==> src/rtl/safebox_pkg.sv <==
// Shared definitions for the safe box: FSM state encoding, default tick rate,
// and a width helper for the tick down-counter.
package safebox_pkg;

    typedef enum logic [1:0] {
        ST_IDLE     = 2'd0,
        ST_UNLOCKED = 2'd1,
        ST_ALARM    = 2'd2,
        ST_LOCKOUT  = 2'd3
    } state_t;

    // Same divider rate as the LED/buzzer alarm block, so both share one tick period.
    localparam int DEFAULT_TICK_DIV = 800000;

    function automatic int ticks_width(input int a, input int b, input int c);
        int m;
        m = (a > b) ? a : b;
        m = (m > c) ? m : c;
        return (m < 1) ? 1 : $clog2(m + 1);
    endfunction

endpackage

==> src/rtl/safe_alarm_sequencer_if.sv <==
// Attempt/control inputs and status outputs of the safe alarm sequencer.
// ALARM_ESCALATE_EN adds the escalated status line.
interface safe_alarm_sequencer_if;

    logic       attempt_valid;
    logic       attempt_ok;
    logic       lock_req;
    logic       admin_clear;
    logic       alarm;
    logic       unlocked;
    logic       locked_out;
    logic       reject;
    logic [3:0] fail_cnt;
    logic [1:0] state;
`ifdef ALARM_ESCALATE_EN
    logic       escalated;

    modport master (
        output attempt_valid, attempt_ok, lock_req, admin_clear,
        input  alarm, unlocked, locked_out, reject, fail_cnt, state, escalated
    );
    modport slave (
        input  attempt_valid, attempt_ok, lock_req, admin_clear,
        output alarm, unlocked, locked_out, reject, fail_cnt, state, escalated
    );
`else
    modport master (
        output attempt_valid, attempt_ok, lock_req, admin_clear,
        input  alarm, unlocked, locked_out, reject, fail_cnt, state
    );
    modport slave (
        input  attempt_valid, attempt_ok, lock_req, admin_clear,
        output alarm, unlocked, locked_out, reject, fail_cnt, state
    );
`endif

endinterface

==> src/rtl/safe_tick_timer.sv <==
// Prescaler plus tick down-counter; a load restarts both, so a loaded value N
// expires exactly N*TICK_DIV cycles after the loading edge.
module safe_tick_timer #(
    parameter int TICK_DIV = 4,
    parameter int CNT_W    = 8
) (
    input  logic             clk,
    input  logic             rst_n,
    input  logic             i_load,
    input  logic [CNT_W-1:0] i_load_val,
    output logic             o_expire
);

    localparam int PRESC_W = $clog2(TICK_DIV);

    logic [PRESC_W-1:0] r_presc;
    logic [CNT_W-1:0]   r_timer;
    logic               w_tick;

    assign w_tick   = (r_presc == PRESC_W'(TICK_DIV - 1));
    assign o_expire = w_tick && (r_timer == CNT_W'(1));

    // NOTE: sequential state uses non-blocking assignments so every register
    // samples the pre-edge values, independent of statement order.
    always_ff @(posedge clk or negedge rst_n) begin
        if (!rst_n) begin
            r_presc <= '0;
            r_timer <= '0;
        end else if (i_load) begin
            r_presc <= '0;
            r_timer <= i_load_val;
        end else begin
            r_presc <= w_tick ? '0 : r_presc + PRESC_W'(1);
            if (w_tick && (r_timer != '0))
                r_timer <= r_timer - CNT_W'(1);
        end
    end

endmodule

==> src/rtl/safe_alarm_sequencer.sv <==
// Security sequencer: counts failed attempts, drives a timed alarm, then a
// lockout, and auto-relocks the unlocked window. Optional: ALARM_ESCALATE_EN.
module safe_alarm_sequencer
    import safebox_pkg::*;
#(
    parameter int MAX_FAILS    = 3,
    parameter int TICK_DIV     = DEFAULT_TICK_DIV,
    parameter int ALARM_TICKS  = 30,
    parameter int LOCK_TICKS   = 60,
    parameter int UNLOCK_TICKS = 100
) (
    input logic                  clk,
    input logic                  rst_n,
    safe_alarm_sequencer_if.slave bus
);

    localparam int         CNT_W = ticks_width(ALARM_TICKS, LOCK_TICKS, UNLOCK_TICKS);
    localparam logic [3:0] MAX_F = 4'(MAX_FAILS);

    state_t           r_state;
    state_t           w_next;
    logic [3:0]       r_fail_cnt;
    logic [3:0]       w_fail_next;
    logic [3:0]       w_fail_inc;
    logic             r_alarm;
    logic             r_unlocked;
    logic             r_locked_out;
    logic             r_reject;
    logic             w_reject;
    logic             w_load;
    logic [CNT_W-1:0] w_load_val;
    logic             w_expire;
    logic             w_timeout_en;

`ifdef ALARM_ESCALATE_EN
    logic [1:0] r_trips;
    logic [1:0] w_trips_next;
    logic       r_escalated;

    // From the second trip on, ALARM is held until an admin clears it.
    assign w_timeout_en  = (r_trips < 2'd2);
    assign bus.escalated = r_escalated;
`else
    assign w_timeout_en  = 1'b1;
`endif

    assign w_fail_inc = (r_fail_cnt >= MAX_F) ? MAX_F : r_fail_cnt + 4'd1;

    // NOTE: every signal written here gets a default first; a path that
    // leaves one unassigned would infer a latch.
    always_comb begin
        w_next      = r_state;
        w_fail_next = r_fail_cnt;
        w_reject    = 1'b0;
`ifdef ALARM_ESCALATE_EN
        w_trips_next = r_trips;
`endif
        if (bus.admin_clear) begin
            w_next      = ST_IDLE;
            w_fail_next = 4'd0;
`ifdef ALARM_ESCALATE_EN
            w_trips_next = 2'd0;
`endif
        end else begin
            case (r_state)
                ST_IDLE: begin
                    if (bus.attempt_valid && bus.attempt_ok) begin
                        w_next      = ST_UNLOCKED;
                        w_fail_next = 4'd0;
`ifdef ALARM_ESCALATE_EN
                        w_trips_next = 2'd0;
`endif
                    end else if (bus.attempt_valid) begin
                        w_fail_next = w_fail_inc;
                        if (w_fail_inc == MAX_F) begin
                            w_next = ST_ALARM;
`ifdef ALARM_ESCALATE_EN
                            w_trips_next = (r_trips == 2'd3) ? 2'd3 : r_trips + 2'd1;
`endif
                        end
                    end
                end
                ST_UNLOCKED: begin
                    w_reject = bus.attempt_valid;
                    if (bus.lock_req || w_expire)
                        w_next = ST_IDLE;
                end
                ST_ALARM: begin
                    w_reject = bus.attempt_valid;
                    if (w_expire && w_timeout_en)
                        w_next = ST_LOCKOUT;
                end
                ST_LOCKOUT: begin
                    w_reject = bus.attempt_valid;
                    if (w_expire) begin
                        w_next      = ST_IDLE;
                        w_fail_next = 4'd0;
                    end
                end
                default: w_next = ST_IDLE;
            endcase
        end
    end

    // Every state entry (and every admin clear) restarts the timebase.
    assign w_load = bus.admin_clear || (w_next != r_state);

    always_comb begin
        case (w_next)
            ST_UNLOCKED: w_load_val = CNT_W'(UNLOCK_TICKS);
            ST_ALARM:    w_load_val = CNT_W'(ALARM_TICKS);
            ST_LOCKOUT:  w_load_val = CNT_W'(LOCK_TICKS);
            default:     w_load_val = '0;
        endcase
    end

    safe_tick_timer #(
        .TICK_DIV (TICK_DIV),
        .CNT_W    (CNT_W)
    ) u_timer (
        .clk        (clk),
        .rst_n      (rst_n),
        .i_load     (w_load),
        .i_load_val (w_load_val),
        .o_expire   (w_expire)
    );

    always_ff @(posedge clk or negedge rst_n) begin
        if (!rst_n) begin
            r_state      <= ST_IDLE;
            r_fail_cnt   <= 4'd0;
            r_alarm      <= 1'b0;
            r_unlocked   <= 1'b0;
            r_locked_out <= 1'b0;
            r_reject     <= 1'b0;
`ifdef ALARM_ESCALATE_EN
            r_trips      <= 2'd0;
            r_escalated  <= 1'b0;
`endif
        end else begin
            r_state      <= w_next;
            r_fail_cnt   <= w_fail_next;
            r_alarm      <= (w_next == ST_ALARM);
            r_unlocked   <= (w_next == ST_UNLOCKED);
            r_locked_out <= (w_next == ST_LOCKOUT);
            r_reject     <= w_reject;
`ifdef ALARM_ESCALATE_EN
            r_trips      <= w_trips_next;
            r_escalated  <= (w_next == ST_ALARM) && (w_trips_next >= 2'd2);
`endif
        end
    end

    assign bus.alarm      = r_alarm;
    assign bus.unlocked   = r_unlocked;
    assign bus.locked_out = r_locked_out;
    assign bus.reject     = r_reject;
    assign bus.fail_cnt   = r_fail_cnt;
    assign bus.state      = r_state;

endmodule

==> src/flat_wrapper.sv <==
// flat-port wrapper written by rule: the top's interface ports become plain ports
module safe_alarm_sequencer_flat import safebox_pkg::*;
#(
    parameter int MAX_FAILS    = 3,
    parameter int TICK_DIV     = DEFAULT_TICK_DIV,
    parameter int ALARM_TICKS  = 30,
    parameter int LOCK_TICKS   = 60,
    parameter int UNLOCK_TICKS = 100
)
  (clk, rst_n, bus_attempt_valid, bus_attempt_ok, bus_lock_req, bus_admin_clear, bus_alarm, bus_unlocked, bus_locked_out, bus_reject, bus_fail_cnt, bus_state);
  safe_alarm_sequencer_if bus_i ();
  input logic clk;
  input logic rst_n;
  input wire logic [$bits(bus_i.attempt_valid)-1:0] bus_attempt_valid;
  input wire logic [$bits(bus_i.attempt_ok)-1:0] bus_attempt_ok;
  input wire logic [$bits(bus_i.lock_req)-1:0] bus_lock_req;
  input wire logic [$bits(bus_i.admin_clear)-1:0] bus_admin_clear;
  output wire logic [$bits(bus_i.alarm)-1:0] bus_alarm;
  output wire logic [$bits(bus_i.unlocked)-1:0] bus_unlocked;
  output wire logic [$bits(bus_i.locked_out)-1:0] bus_locked_out;
  output wire logic [$bits(bus_i.reject)-1:0] bus_reject;
  output wire logic [$bits(bus_i.fail_cnt)-1:0] bus_fail_cnt;
  output wire logic [$bits(bus_i.state)-1:0] bus_state;
  assign bus_i.attempt_valid = bus_attempt_valid;
  assign bus_i.attempt_ok = bus_attempt_ok;
  assign bus_i.lock_req = bus_lock_req;
  assign bus_i.admin_clear = bus_admin_clear;
  assign bus_alarm = bus_i.alarm;
  assign bus_unlocked = bus_i.unlocked;
  assign bus_locked_out = bus_i.locked_out;
  assign bus_reject = bus_i.reject;
  assign bus_fail_cnt = bus_i.fail_cnt;
  assign bus_state = bus_i.state;
  safe_alarm_sequencer #(.MAX_FAILS(MAX_FAILS), .TICK_DIV(TICK_DIV), .ALARM_TICKS(ALARM_TICKS), .LOCK_TICKS(LOCK_TICKS), .UNLOCK_TICKS(UNLOCK_TICKS)) u_core (.clk(clk), .rst_n(rst_n), .bus(bus_i));
endmodule
==> config.mk <==
export PLATFORM = sky130hd
export DESIGN_NAME = safe_alarm_sequencer_flat
export DESIGN_NICKNAME = d
export VERILOG_FILES = /design/src/rtl/safebox_pkg.sv /design/src/rtl/safe_alarm_sequencer_if.sv /design/src/rtl/safe_tick_timer.sv /design/src/rtl/safe_alarm_sequencer.sv /design/src/flat_wrapper.sv
export SDC_FILE = /design/constraint.sdc
export NUM_CORES = 1
export LEC_CHECK = 0
export BUFFER_PORTS_ARGS = -buffer_cell sky130_fd_sc_hd__clkbuf_2
export CORE_UTILIZATION = 45
export DETAILED_ROUTE_END_ITERATION = 12
export PLACE_DENSITY = 0.65
export SYNTH_ARGS = -nofsm -noshare
export SYNTH_HDL_FRONTEND = slang
export SYNTH_SLANG_ARGS = --single-unit
==> constraint.sdc <==
create_clock -name clk -period 2.75 [get_ports clk]
set_input_delay 0.4125 -clock clk [delete_from_list [all_inputs] [get_ports clk]]
set_output_delay 0.4125 -clock clk [all_outputs]
set_load 0.005 [all_outputs]
==> run summary <==
Setup WS post-layout: 0.258 ns
DP Area: 2170 um^2
Crit path max fanout: 8
Fin crit share: 90.6%
Boundary Pins: 16
Placeable core area: 4380 um^2
EDFF count, synth: 0
Die Height: 69.8 um
Storage element area: 926 um^2
Setup Buffers After CTS: 0
# resized after CTS: 0
Overflow after GRT: 0
Yosys warning total: 0
Synth async-reset ratio: 100%
Hold slack: 0.240 ns
Num CTS Buffers: 5
DRT antenna net count: 0
Cell Chain, Critical Path: or4b_1, or4_1, nor3_4, mux2_1, o22ai_1
Worst path top cell family by delay: simple AND/OR/NAND/NOR gates
Vias per std cell: 5.56
Setup TNS Final: 0 ns
WP data arrival: 2.69 ns
First-pass GRT wire length: 6890 um
FF-to-FF End: u_core.u_timer.r_timer[1]
# setup viols final: 0
Max Buffers Root-to-Sink: 2
Post-synthesis cell area: 2070 um^2
Met1 global-route usage: 25.2%
Post-route cell area: 2290 um^2
CP max-delay cell: or4_1
Pwr Density: 581 nW/um^2
Synth area leader: dfrtp_1
Clock root buffer: clkbuf_8
Most Crowded Layer GR: met2
R2R cell count: 5
Synth top area cells: dfrtp_1 45%, nor2_1 6.0%, xnor2_1 5.1%
Syn_nets: 222
#FFs+latches synth: 37
H-Tree Depth: 2
Residual DRC: 0
Post-Syn Instances: 211
Ant diodes: 0
CP startpoint kind: flop
CTS tree: built
Buf/Inv on CP: 0
Total power: 1.33 mW
Starting Density: 47.1%
RSZ-0062 raised after global routing: false
Initial DRC Count: 156
Run status: completed
Clock Sinks: 37
GP Congestion: 0.892
Shortest period the worst path allows: 2.49 ns
Sequential cell area fraction in the yosys report: 44.8%
Clk Latency, worst-skew pair: 0.29 ns
Count of hold-fix buffers inserted at cts: 0
Crit end category: flop
Area growth, synth to finish: 10.8%
Max-Cap Viols: 0
Critical Path Max Stage Delay: 0.72 ns
Place WS: 0.265 ns
Overall Global Routing Usage: 17.9%
Max Clock Skew: 0.00603 ns
Crit Path Category: reg -> reg
Final Max Slew Viols: 0
Clock transition at the registers of the reported paths: 0.07 ns
Post-synthesis cell type count: 52
Final Hold Viols: 0
FMAX: 401 MHz
Main synth FF type: dfrtp_1
Worst slew pin tran: 0.899 ns
Die area: 4870 um^2
DR pass1 iterations: 4
Top cell type's share of synthesized area: 44.8%
Vias in the first global route: 1495
Pleak: 0.972 nW
WL final: 3920 um
Crit Reg-Reg Startpoint: u_core.u_timer.r_presc[14]
R2r setup slk: 0.26 ns
Worst hold path type: in -> async
Row count: 24
Vias after detailed routing: 1552
Antenna violations before repair: 0
Die width: 69.8 um
Worst IR drop on VDD: 0.351 mV
Largest net degree at the start of global routing: 38
Layout Nets: 237
Post-DP HPWL: 2780 um
Worst rel slew slack: 40.0%
Met2 Resource Use GR: 27.6%
Footprint of the multi-input gates: 1060 um^2
Synth Area per Inst: 9.80 um^2
Fillers: 418
Routed WL per cell: 14.1 um
Worst Path Required: 2.95 ns
Port buffer count: 15
Fraction of final layout cells sized beyond drive strength 1: 14.5%
GRT met3 Usage: 3.92%
area by class of cell:
class                      count  share of cell area (%)
tap                           52                    2.84
inverter                      11                    1.80
timing repair buffer          16                    3.60
clock buffer                   7                    3.77
sequential                    37                    40.4
multi-input combinational    155                    46.3
clock inverter                 1                    1.31
power by group:
group | switching (mW) | total, mW | internal, mW | leakage (nW)
clock | 0.187 | 0.483 | 0.296 | 0.0585
sequential | 0.0412 | 0.619 | 0.578 | 0.508
combinational | 0.136 | 0.228 | 0.0914 | 0.406
total | 0.365 | 1.33 | 0.965 | 0.972
layer usage:
| metal | vias up | share of wire [%] |
|---|---|---|
| met4 | 0 | 1.1 |
| met5 | - | 0 |
| met3 | 4 | 3.2 |
| met1 | 745 | 52 |
| li1 | 774 | - |
| met2 | 29 | 44 |
worst max-delay path by stage:
stage | start | end | slack, ns | cells past startpoint
after floorplan | u_core.u_timer.r_presc[14] | u_core.u_timer.r_timer[1] | 0.52 | 6
after detailed placement | u_core.u_timer.r_presc[14] | u_core.u_timer.r_timer[1] | 0.27 | 5
final | u_core.u_timer.r_presc[14] | u_core.u_timer.r_timer[1] | 0.26 | 5
after CTS | u_core.u_timer.r_presc[14] | u_core.u_timer.r_timer[1] | 0.24 | 5
after global placement | u_core.u_timer.r_presc[14] | u_core.u_timer.r_timer[1] | 0.30 | 5
after global routing | u_core.u_timer.r_presc[14] | u_core.u_timer.r_timer[1] | 0.13 | 5
registers in the layout (all words and copies together), names as in the netlist:
| register | flops |
|---|---|
| u_core.bus.alarm | 1 |
| u_core.bus.fail_cnt | 4 |
| u_core.bus.locked_out | 1 |
| u_core.bus.reject | 1 |
| u_core.bus.state | 2 |
| u_core.bus.unlocked | 1 |
| u_core.u_timer.r_presc | 20 |
| u_core.u_timer.r_timer | 7 |
per-stage QoR:
step                cells  util [%]
finish                279      52.3
CTS                   279      52.3
floorplan             211         -
detailed placement    271      49.6
global placement      271      49.6
global route          279      52.3
kinds of logic after synthesis:
family                     count (synthesis)  share of synthesized area, %
muxes                                      5                          2.48
buffers and inverters                     19                          3.93
DFF                                       37                          44.8
adders and majority gates                  5                          3.03
and+or+nand+nor                           98                          27.4
AOI/OAI and AO/OA                         25                          9.08
xor gates and xnor gates                  22                          9.32
synth_stat cells (all sizes together) (5+ instances only):
cell type   n
dfrtp      37
nand4       7
xnor2      12
inv        11
nor2       34
nand2       7
xor2       10
nor3        8
ha          5
o21ai       5
nand3      11
clkbuf      5
cell usage in the layout (no fill, tap or decap), types with 2 or more instances in the layout:
master	instances
nor2_1	33
o21ai_0	4
xor2_1	10
or3_1	2
ha_1	5
mux2i_1	4
o21a_1	3
nor3_1	5
a21oi_1	4
nor4bb_1	2
clkbuf_2	15
inv_1	11
nand2b_1	2
and2_1	2
clkbuf_8	6
nand3_1	11
nor4b_1	3
nor4_1	3
a211oi_1	2
or4_1	2
nand2_1	7
nor3_2	2
dfrtp_1	37
xnor2_1	12
and3_1	4
nor2b_1	2
nand4_1	7
Power figures use the tool's default switching activity.
